[src/rtl/fifo_rd_pkg.sv]
// ---------------------------------------------------------------------------
// fifo_rd_pkg
// Shared definitions for the fifo_mem read-side controller (fifo_rd_ctrl) and
// its skid buffer (fifo_rd_skid).
//   state_e       controller FSM states (2-bit)
//   SKID_DEPTH    entries in the skid buffer
//   STALL_CNT_W   width of the optional stall statistics counter
//   can_issue()   true when one more read can be launched without the
//                 skid buffer overflowing
// ---------------------------------------------------------------------------
package fifo_rd_pkg;

    typedef enum logic [1:0] {
        ST_IDLE  = 2'd0,
        ST_RUN   = 2'd1,
        ST_FLUSH = 2'd2,
        ST_DONE  = 2'd3
    } state_e;

    localparam int SKID_DEPTH  = 2;
    localparam int STALL_CNT_W = 16;

    // Words already buffered plus the word still inside the FIFO's read
    // pipeline, minus the word leaving this cycle, must leave one free slot
    // for the read about to be issued.
    function automatic logic can_issue(input logic [1:0] count,
                                       input logic       inflight,
                                       input logic       pop);
        logic [2:0] occ;
        occ = {1'b0, count} + {2'b00, inflight} - {2'b00, pop};
        return occ < 3'(SKID_DEPTH);
    endfunction

endpackage

[src/rtl/fifo_rd_skid.sv]
// ---------------------------------------------------------------------------
// fifo_rd_skid
// Two-entry circular buffer that absorbs the one-cycle read latency of
// fifo_mem. Simultaneous push and pop keep the count unchanged and preserve
// order. head_data always shows the oldest entry.
// Ports:
//   clk_in     in   clock, rising edge
//   areset_b   in   synchronous active-low reset
//   push       in   write push_data at the end of this cycle
//   push_data  in   word to store
//   pop        in   drop the head entry at the end of this cycle
//   count      out  number of stored entries (0..2)
//   head_data  out  oldest stored entry
// ---------------------------------------------------------------------------
module fifo_rd_skid
    import fifo_rd_pkg::*;
#(
    parameter int DATA_WIDTH = 16
) (
    input  logic                  clk_in,
    input  logic                  areset_b,
    input  logic                  push,
    input  logic [DATA_WIDTH-1:0] push_data,
    input  logic                  pop,
    output logic [1:0]            count,
    output logic [DATA_WIDTH-1:0] head_data
);

    logic [DATA_WIDTH-1:0] mem_q [SKID_DEPTH];
    logic                  wr_ptr_q;
    logic                  rd_ptr_q;
    logic [1:0]            count_q;
    logic [1:0]            count_d;

    assign count_d   = count_q + {1'b0, push} - {1'b0, pop};
    assign count     = count_q;
    assign head_data = mem_q[rd_ptr_q];

    always_ff @(posedge clk_in) begin
        if (!areset_b) begin
            // NOTE: the storage is only two words, so it is cleared on reset to
            // make the downstream data read zero after reset instead of stale.
            for (int i = 0; i < SKID_DEPTH; i++) begin
                mem_q[i] <= '0;
            end
            wr_ptr_q <= 1'b0;
            rd_ptr_q <= 1'b0;
            count_q  <= 2'd0;
        end else begin
            // NOTE: sequential state uses non-blocking assignments so every
            // register samples the pre-edge values of the others.
            if (push) begin
                mem_q[wr_ptr_q] <= push_data;
                wr_ptr_q        <= ~wr_ptr_q;
            end
            if (pop) begin
                rd_ptr_q <= ~rd_ptr_q;
            end
            count_q <= count_d;
        end
    end

endmodule

[src/rtl/fifo_rd_ctrl.sv]
// ---------------------------------------------------------------------------
// fifo_rd_ctrl
// Read-side controller for fifo_mem. Drains a programmed burst of words from
// the FIFO and presents them on a valid/ready stream, one word per cycle when
// the FIFO has data and the sink is ready. The FIFO's one-cycle read latency
// is absorbed by a two-entry skid buffer (fifo_rd_skid).
//
// Build option: define FIFO_RD_STALL_STATS_EN to add the stall_cnt output,
// a saturating count of busy cycles where m_valid=1 and m_ready=0.
//
// Ports:
//   clk_in          in   clock, rising edge
//   areset_b        in   synchronous active-low reset
//   start           in   begin a burst (ignored unless idle)
//   burst_len       in   words to drain, sampled with start
//   busy            out  burst in progress
//   done            out  one-cycle pulse once the burst is fully delivered
//   err             out  sticky: fifo_underflow seen while busy
//   fifo_read       out  to fifo_mem trans_read
//   fifo_data       in   from fifo_mem data_out, valid the cycle after a read
//   fifo_empty      in   from fifo_mem empty_ind
//   fifo_underflow  in   from fifo_mem underflow_ind
//   m_valid         out  downstream data valid
//   m_data          out  downstream data (skid buffer head)
//   m_ready         in   downstream accept
//   stall_cnt       out  (FIFO_RD_STALL_STATS_EN only) stall cycle count
// ---------------------------------------------------------------------------
module fifo_rd_ctrl
    import fifo_rd_pkg::*;
#(
    parameter int DATA_WIDTH = 16,
    parameter int LEN_WIDTH  = 8
) (
    input  logic                  clk_in,
    input  logic                  areset_b,
    input  logic                  start,
    input  logic [LEN_WIDTH-1:0]  burst_len,
    output logic                  busy,
    output logic                  done,
    output logic                  err,
    output logic                  fifo_read,
    input  logic [DATA_WIDTH-1:0] fifo_data,
    input  logic                  fifo_empty,
    input  logic                  fifo_underflow,
    output logic                  m_valid,
    output logic [DATA_WIDTH-1:0] m_data,
    input  logic                  m_ready
`ifdef FIFO_RD_STALL_STATS_EN
   ,output logic [STALL_CNT_W-1:0] stall_cnt
`endif
);

    state_e               state_q, state_d;
    logic [LEN_WIDTH-1:0] issue_rem_q, issue_rem_d;
    logic [LEN_WIDTH-1:0] deliv_rem_q, deliv_rem_d;
    logic                 inflight_q;
    logic                 err_q, err_d;
    logic [1:0]           skid_count;
    logic                 pop;
    logic                 start_ok;

    assign m_valid  = (skid_count != 2'd0);
    assign pop      = m_valid & m_ready;
    assign busy     = (state_q == ST_RUN) || (state_q == ST_FLUSH);
    assign done     = (state_q == ST_DONE);
    assign err      = err_q;
    assign start_ok = (state_q == ST_IDLE) && start;

    assign fifo_read = (state_q == ST_RUN) && (issue_rem_q != '0) && !fifo_empty
                       && can_issue(skid_count, inflight_q, pop);

    fifo_rd_skid #(
        .DATA_WIDTH (DATA_WIDTH)
    ) u_skid (
        .clk_in    (clk_in),
        .areset_b  (areset_b),
        .push      (inflight_q),
        .push_data (fifo_data),
        .pop       (pop),
        .count     (skid_count),
        .head_data (m_data)
    );

    always_comb begin
        // NOTE: every next-state signal gets a default first so no path through
        // the case statement leaves it unassigned (which would infer a latch).
        state_d     = state_q;
        issue_rem_d = issue_rem_q - LEN_WIDTH'(fifo_read);
        deliv_rem_d = deliv_rem_q - LEN_WIDTH'(pop);
        err_d       = err_q | (busy & fifo_underflow);

        unique case (state_q)
            ST_IDLE: begin
                if (start) begin
                    if (burst_len == '0) begin
                        state_d = ST_DONE;
                    end else begin
                        issue_rem_d = burst_len;
                        deliv_rem_d = burst_len;
                        state_d     = ST_RUN;
                    end
                end
            end
            ST_RUN: begin
                if (issue_rem_d == '0) begin
                    state_d = ST_FLUSH;
                end
            end
            ST_FLUSH: begin
                // deliv_rem counts issued-but-not-popped words too, so reaching
                // zero means nothing is in flight and the buffer is empty.
                // Looking at the next value lets done follow the last pop
                // directly.
                if (deliv_rem_d == '0) begin
                    state_d = ST_DONE;
                end
            end
            ST_DONE: begin
                state_d = ST_IDLE;
            end
            default: begin
                state_d = ST_IDLE;
            end
        endcase
    end

    always_ff @(posedge clk_in) begin
        if (!areset_b) begin
            state_q     <= ST_IDLE;
            issue_rem_q <= '0;
            deliv_rem_q <= '0;
            inflight_q  <= 1'b0;
            err_q       <= 1'b0;
        end else begin
            state_q     <= state_d;
            issue_rem_q <= issue_rem_d;
            deliv_rem_q <= deliv_rem_d;
            inflight_q  <= fifo_read;
            err_q       <= err_d;
        end
    end

`ifdef FIFO_RD_STALL_STATS_EN
    logic [STALL_CNT_W-1:0] stall_q, stall_d;

    always_comb begin
        stall_d = stall_q;
        if (start_ok) begin
            stall_d = '0;
        end else if (busy && m_valid && !m_ready && (stall_q != {STALL_CNT_W{1'b1}})) begin
            stall_d = stall_q + 1'b1;
        end
    end

    always_ff @(posedge clk_in) begin
        if (!areset_b) begin
            stall_q <= '0;
        end else begin
            stall_q <= stall_d;
        end
    end

    assign stall_cnt = stall_q;
`else
    // start_ok only feeds the stall counter.
    logic unused_start_ok;
    assign unused_start_ok = start_ok;
`endif

endmodule

[config.mk]
export PLATFORM = sky130hd
export DESIGN_NAME = fifo_rd_ctrl
export DESIGN_NICKNAME = d
export VERILOG_FILES = /design/src/rtl/fifo_rd_pkg.sv /design/src/rtl/fifo_rd_skid.sv /design/src/rtl/fifo_rd_ctrl.sv
export SDC_FILE = /design/constraint.sdc
export NUM_CORES = 1
export LEC_CHECK = 0
export ABC_CLOCK_PERIOD_IN_PS = 4800
export BUFFER_PORTS_ARGS = -buffer_cell sky130_fd_sc_hd__buf_2
export CORE_UTILIZATION = 30
export CTS_CLUSTER_DIAMETER = 30
export DETAILED_ROUTE_END_ITERATION = 10
export HOLD_SLACK_MARGIN = 0.1
export PLACE_DENSITY = 0.54
export SYNTH_ARGS = -nofsm -noshare
export SYNTH_HDL_FRONTEND = slang
export SYNTH_HIERARCHICAL = 1
export SYNTH_SLANG_ARGS = --single-unit
[constraint.sdc]
create_clock -name clk_in -period 4.8 [get_ports clk_in]
set_input_delay 0.24 -clock clk_in [delete_from_list [all_inputs] [get_ports clk_in]]
set_output_delay 0.24 -clock clk_in [all_outputs]
set_load 0.03 [all_outputs]
# Yosys cells after proc, flatten, opt, wreduce, memory -nomap -nowiden
# Memory sizes are Yosys's and may differ from the RTL's. A register that Yosys moved wholly into a read port is not among the register bits.
# Index checks and enable logic that the tools add are counted.
[word_totals]
reg_bits = 24
latch_bits = 0
mem_bits_rw = 32
romBits = 0
in_bits = 30
out_inout_bits = 21
elab_cells = 60
n_memories = 1
[op_classes]
addsub = 6
multipliers = 0
div = 0
order_cmp = 1
eq_ne = 6
n_shift = 0
muxes = 20
n_bitwise = 5
reduce_logical = 13
[mem_list]
columns = ["memory", "words", "width", "read_ports", "rd_clocked_by_memory_dff", "write_ports", "line", "source"]
rows = [
  ["u_skid.mem_q", 2, 16, 1, 1, 2, "fifo_rd_skid.sv:29", "logic [DATA_WIDTH-1:0] mem_q [SKID_DEPTH];"],
]
[ops]
columns = ["operator", "n"]
rows = [
  ["8-bit two-way mux", 6],
  ["8-bit logical NOT", 3],
  ["16-bit two-way mux", 1],
  ["16-bit OR reduction", 1],
  ["8-bit by 1-bit subtractor with 8-bit output", 2],
  ["1-bit two-way mux", 8],
  ["2-bit two-way mux", 4],
  ["2-bit one-hot mux with 4 select lines", 1],
  ["8-bit nonzero test", 1],
  ["2-bit == test (second input constant)", 2],
  ["2-bit by 1-bit != test with 1-bit output (second input constant)", 2],
  ["2-bit by 1-bit adder with 3-bit output", 1],
  ["1-bit logical AND", 3],
  ["3-bit by 2-bit less-than comparator with 1-bit output (second input constant)", 1],
  ["3-bit AND reduction", 1],
  ["3-bit by 1-bit subtractor with 3-bit output", 1],
  ["2-bit by 1-bit adder with 2-bit output", 1],
  ["1-bit AND", 2],
  ["2-bit by 1-bit == test with 1-bit output (second input constant)", 1],
  ["2-bit logical NOT", 1],
  ["2-bit != test (second input constant)", 1],
  ["1-bit inverter", 2],
  ["2-bit nonzero test", 1],
  ["2-bit by 1-bit subtractor with 2-bit output", 1],
  ["other kinds (3)", 3],
]

# Logic depth before layout (Yosys ltp)
[logic_depth]
depth_word = 9
mapped_depth = 15
ltp_nobuf = 15

# By module
# The synthesis kept the hierarchy.
[modules_own_cells]
columns = ["module", "instances", "cells_per_inst", "area_per_inst_um2", "seq_area_each_um2"]
rows = [
  ["fifo_rd_skid", 1, 124, 1647.8, 1061.0],
  ["fifo_rd_ctrl", 1, 148, 1273.7, 400.4],
]

# Worst setup path after synthesis
# No wires, ideal clock.
[synth_path]
path_type = "reg2reg"
from = "reg u_skid.count_q[1] (netlist: u_skid/count[1])"
to = "reg issue_rem_q[7]"
setup_ns = 0.115
arrival_time_ns = 3.901
t_required_ns = 4.685
slack_ns = 0.784
path_stages_with_launch = 15
path_buffers = 0
period_less_slack_ns = 4.016
path_cell_list = "dfxtp_1 -> or2_2 -> and2_1 -> ha_1 -> nand2b_1 -> fa_1 -> xnor2_1 -> nand4b_1 -> a41oi_1 -> ha_1 -> or4b_1 -> nor4_1 -> xnor2_1 -> o21ai_0 -> and2_1"
[synth_via]
elab_chain_cells = 9
word_cells_on_any_way = 10
classes_between = "add/sub (3); order compare (1); mux (3); bitwise (1); reduce/logical (2)"
[synth_lines]
columns = ["item", "line", "source"]
rows = [
  ["start: declaration", "fifo_rd_skid.sv:32", "logic [1:0] count_q;"],
  ["start signal: assignment", "fifo_rd_skid.sv:59", "count_q <= count_d;"],
  ["2-bit nonzero test (*)", "fifo_rd_ctrl.sv:62", "assign m_valid = (skid_count != 2'd0);"],
  ["net m_valid", "fifo_rd_ctrl.sv:45", "output logic m_valid,"],
  ["1-bit AND (*)", "fifo_rd_ctrl.sv:63", "assign pop = m_valid & m_ready;"],
  ["net pop", "fifo_rd_ctrl.sv:59", "logic pop;"],
  ["3-bit by 1-bit subtractor with 3-bit output (*)", "fifo_rd_pkg.sv:30", "occ = {1'b0, count} + {2'b00, inflight} - {2'b00, pop};"],
  ["3-bit by 2-bit less-than comparator with 1-bit output (*)", "fifo_rd_pkg.sv:31", "return occ < 3'(SKID_DEPTH);"],
  ["1-bit logical AND (*)", "fifo_rd_ctrl.sv:70", "&& can_issue(skid_count, inflight_q, pop);"],
  ["net fifo_read", "fifo_rd_ctrl.sv:41", "output logic fifo_read,"],
  ["8-bit by 1-bit subtractor with 8-bit output (*)", "fifo_rd_ctrl.sv:88", "issue_rem_d = issue_rem_q - LEN_WIDTH'(fifo_read);"],
  ["8-bit two-way mux", "fifo_rd_ctrl.sv:95", "if (burst_len == '0) begin"],
  ["8-bit two-way mux", "fifo_rd_ctrl.sv:94", "if (start) begin"],
  ["8-bit two-way mux (*)", "fifo_rd_ctrl.sv:92", "unique case (state_q)"],
  ["end signal: assignment", "fifo_rd_ctrl.sv:136", "issue_rem_q <= issue_rem_d;"],
  ["end: declaration", "fifo_rd_ctrl.sv:54", "logic [LEN_WIDTH-1:0] issue_rem_q, issue_rem_d;"],
]
# Mark *: on every way through the listed nets, which the timed path passes. The rest lies on a longest branch.
# A chain may end at the register's enable or synchronous reset.

# Worst setup path after layout
[layout_path]
from = "reg u_skid.count_q[1] (netlist: u_skid/count[1])"
to = "reg issue_rem_q[7]"
[layout_via]
elab_chain_cells = 9
word_cells_on_any_way = 10
classes_between = "add/sub (3); order compare (1); mux (3); bitwise (1); reduce/logical (2)"
[layout_lines]
columns = ["item", "line"]
rows = [
  ["2-bit nonzero test (*)", "fifo_rd_ctrl.sv:62"],
  ["1-bit AND (*)", "fifo_rd_ctrl.sv:63"],
  ["net pop", "fifo_rd_ctrl.sv:59"],
  ["3-bit by 1-bit subtractor with 3-bit output (*)", "fifo_rd_pkg.sv:30"],
  ["3-bit by 2-bit less-than comparator with 1-bit output (*)", "fifo_rd_pkg.sv:31"],
  ["1-bit logical AND (*)", "fifo_rd_ctrl.sv:70"],
  ["8-bit by 1-bit subtractor with 8-bit output (*)", "fifo_rd_ctrl.sv:88"],
  ["8-bit two-way mux", "fifo_rd_ctrl.sv:95"],
  ["8-bit two-way mux", "fifo_rd_ctrl.sv:94"],
  ["8-bit two-way mux (*)", "fifo_rd_ctrl.sv:92"],
]
# Marked as above.

==> results by group <==
Route
  – ANT nets after route: 0
  – Vias: 2043
  – DRC Markers: 0
  – Via/cell ratio: 4.48
  – First DRT Iteration DRCs: 89
  – Routed WL: 5.81 mm
  – Wirelength per Cell: 12.7 um
  – DRT Pass-1 Iters: 4

Power
  – Leak: 0.00138 uW
  – Pwr Density: 513 nW/um2
  – Worst VDD drop: 191 uV

STA
  – Fin crit share: 77.2%
  – Min Clock Period, post-route: 3700 ps
  – Final Max Tran Viols: 0
  – Relative slew slack: 30.1%
  – RSZ-0062 raised after global routing: no
  – Max Clock Skew: 7.02 ps
  – Fin. Hold Viols: 0
  – # setup viols final: 0
  – Fin Setup TNS: 0 ps
  – Fmax: 270 MHz
  – Least-Margin Pin Slew: 1050 ps

Clock tree
  – Sink Count: 57
  – Hold_buf cts: 0
  – CTS tree: done
  – Post-CTS resize count: 0
  – Reg clk slew, reported paths: 70 ps
  – Root Driver: clkbuf_8
  – Postcts setup bufs: 0
  – Clock Latency Late Sink: 350 ps
  – Total CTS buffers: 9
  – Max H-tree Level: 3
  – Max Root-Sink Buffers: 2

Synthesis
  – Compound-gate portion of the synthesized area: 5.78%
  – Simple-Gate Fraction of Synth Area: 21.3%
  – Synth Area in XOR/XNOR: 4.67%
  – Syn avg cell area: 10.7 um2
  – Largest family of logic cells by synthesized area: simple AND/OR/NAND/NOR gates
  – #FFs+latches synth: 57
  – Netlist Area Pre-Place: 2920 um2
  – Syn_nets: 315
  – Synth Area in Adders: 5.82%
  – Mux cell area share after synthesis: 8.18%
  – Post-synthesis sequential area ratio: 50.0%
  – Syn Inst Count: 272
  – Distinct cell type count after synthesis: 44
  – Synth warn: 6

Floorplan
  – Core area: 9330 um2
  – Die height: 101 um
  – Chip Width: 101 um
  – # rows: 35
  – Overall die area: 10100 um2
  – I/O pin cnt: 51
  – Initial Util: 31.3%

GRT
  – First-pass GRT wire length: 9.37 mm
  – Initial antenna violation count: 0
  – Largest net degree at the start of global routing: 45
  – Grt ovf: 0
  – Vias in the first global route: 1989
  – Overall routing resource usage: 12.5%

Finish
  – Area Growth Syn to Fin: 17.6%
  – Nets: 365
  – Post-route insts no fill: 456
  – Share of cells above drive strength 1: 26.6%
  – Fill cells: 952
  – # diodes: 0

Critical path
  – Crit-path leading delay family: simple AND/OR/NAND/NOR gates
  – Worst-path maximum fanout: 4
  – Buffer and inverter count on the worst path: 0
  – Crit path cell chain: or2_2, and2_1, ha_1, nand2b_1, fa_1, xnor2_1, nand4b_1, a41oi_1, ha_1, or4b_1, nor4_1, xnor2_1, o21ai_0, and2_1
  – Crit. End Element: flip-flop
  – WP data required: 5040 ps
  – Startpoint type of the worst setup path: flip-flop
  – Arrival time at the worst endpoint: 3950 ps
  – Slowest Stage Delay on Critical Path: 460 ps
  – Crit path max-delay cell type: or4b_1
  – CP Class: flip-flop to flip-flop

Run
  – Max Cap Viol: 0

Place
  – Dpl hpwl: 3.92 mm
  – Count of input and output buffers: 50
  – Post-Place Cells: 440
  – GP Congestion: 0.791

Worst hold path
  – Min-Delay Path Class: input pin to flip-flop

Status
  – Status: completed
logic make-up after synthesis:
kind of cell               after synthesis
buffers and inverters                   21
adders and majority gates               13
AOI/OAI and AO/OA                       27
muxes                                   18
and+or+nand+nor                        122
DFF                                     57
xor gates and xnor gates                14
worst min-delay path, cell delays in order:
cell     delay [ps]
buf_2            80
a21oi_1          50
nor2b_1          90
synth_stat cells, drive strengths merged:
| master | n | area, um2 |
|---|---|---|
| xnor3 | 1 | 22.5 |
| xnor2 | 7 | 61.3 |
| nand2b | 5 | 31.3 |
| mux2 | 17 | 229 |
| nand3 | 1 | 5.00 |
| a41oi | 2 | 25.0 |
| nand4b | 1 | 8.76 |
| and2 | 22 | 138 |
| o31a | 1 | 8.76 |
| a21oi | 2 | 10.0 |
| nor4b | 1 | 15.0 |
| ha | 12 | 150 |
| nor3b | 3 | 22.5 |
| buf | 8 | 73.8 |
| a21boi | 3 | 22.5 |
| inv | 10 | 37.5 |
| xor2 | 6 | 52.6 |
| edfxtp | 32 | 961 |
| a31oi | 1 | 6.26 |
| mux2i | 1 | 10.0 |
| nor2 | 39 | 146 |
| nor2b | 5 | 31.3 |
| o21a | 1 | 7.51 |
| or4b | 2 | 23.8 |
| nor4 | 2 | 12.5 |
| or3 | 2 | 17.5 |
| dfxtp | 25 | 500 |
| clkbuf | 3 | 11.3 |
| a221oi | 1 | 8.76 |
| o21ai | 16 | 80.1 |
| nor3 | 3 | 20.0 |
| or4 | 2 | 15.0 |
| nand2 | 32 | 120 |
| fa | 1 | 20.0 |
| and4b | 1 | 10.0 |
| or2 | 1 | 6.26 |
per-layer routing:
| layer | track usage (%) | vias up | part of all wire (%) |
|---|---|---|---|
| li1 | - | 1030 | - |
| met1 | 14.8 | 945 | 46 |
| met2 | 20.7 | 58 | 46 |
| met3 | 4.65 | 10 | 6.7 |
| met4 | 4.68 | 0 | 1.4 |
| met5 | 0 | - | 0 |
cell type report:
cell class	instances	area, um2	area share (%)
clock buffers	10	128	3.72
clock inverters	6	58.8	1.71
repair buffers	50	250	7.29
multi-input cells	194	1340	38.9
well taps	129	161	4.70
inverters	10	37.5	1.09
flip-flops and latches	57	1460	42.6
cells in the final DEF (no fill, tap or decap), types with 3 or more instances in the layout:
cell type,instances
xor2_1,6
mux2_4,10
ha_1,12
xnor2_1,7
dfxtp_1,25
a21boi_0,3
buf_2,50
inv_1,10
nor2b_1,5
mux2_2,7
nand2_1,32
nor2_1,39
nor3b_1,3
nand2b_1,5
o21ai_0,8
o21ai_1,8
edfxtp_1,32
and2_1,22
clkbuf_8,9
through the flow:
stage	utilization (%)	power, uW	area (um2)	hold WS [ps]	setup slack, ps
after CTS	36.8	1780	3430	138	1100
final	36.8	1760	3430	141	1100
after global placement	34.8	1340	3250	473	1220
after detailed placement	34.8	1340	3250	484	1120
after global routing	36.8	1880	3430	154	901
after floorplan	-	1210	2920	362	784
flip-flops by register name, indices dropped and copies added, names as in the netlist, named ones only:
| register | count |
|---|---|
| u_skid/mem_q | 32 |
| deliv_rem_q | 8 |
| issue_rem_q | 8 |
| state_q | 2 |
| u_skid/count | 2 |
| err | 1 |
| inflight_q | 1 |
| u_skid/rd_ptr_q | 1 |
| u_skid/wr_ptr_q | 1 |
final timing paths:
kind / start / end / slack [ps] / cells after the start
max: u_skid/count[1] / issue_rem_q[7] / 1100 / 14
min: fifo_underflow / err / 140 / 3
max reg2reg: u_skid/count[1] / issue_rem_q[7] / 1100 / 14
min reg2reg: u_skid/wr_ptr_q / u_skid/wr_ptr_q / 490 / 2
where the power goes:
group	leakage [uW]	internal, uW	switching (uW)
registers	0.000536	599	80.3
clock network	0.0000897	236	198
logic	0.000755	287	362
Power figures use the tool's default switching activity.
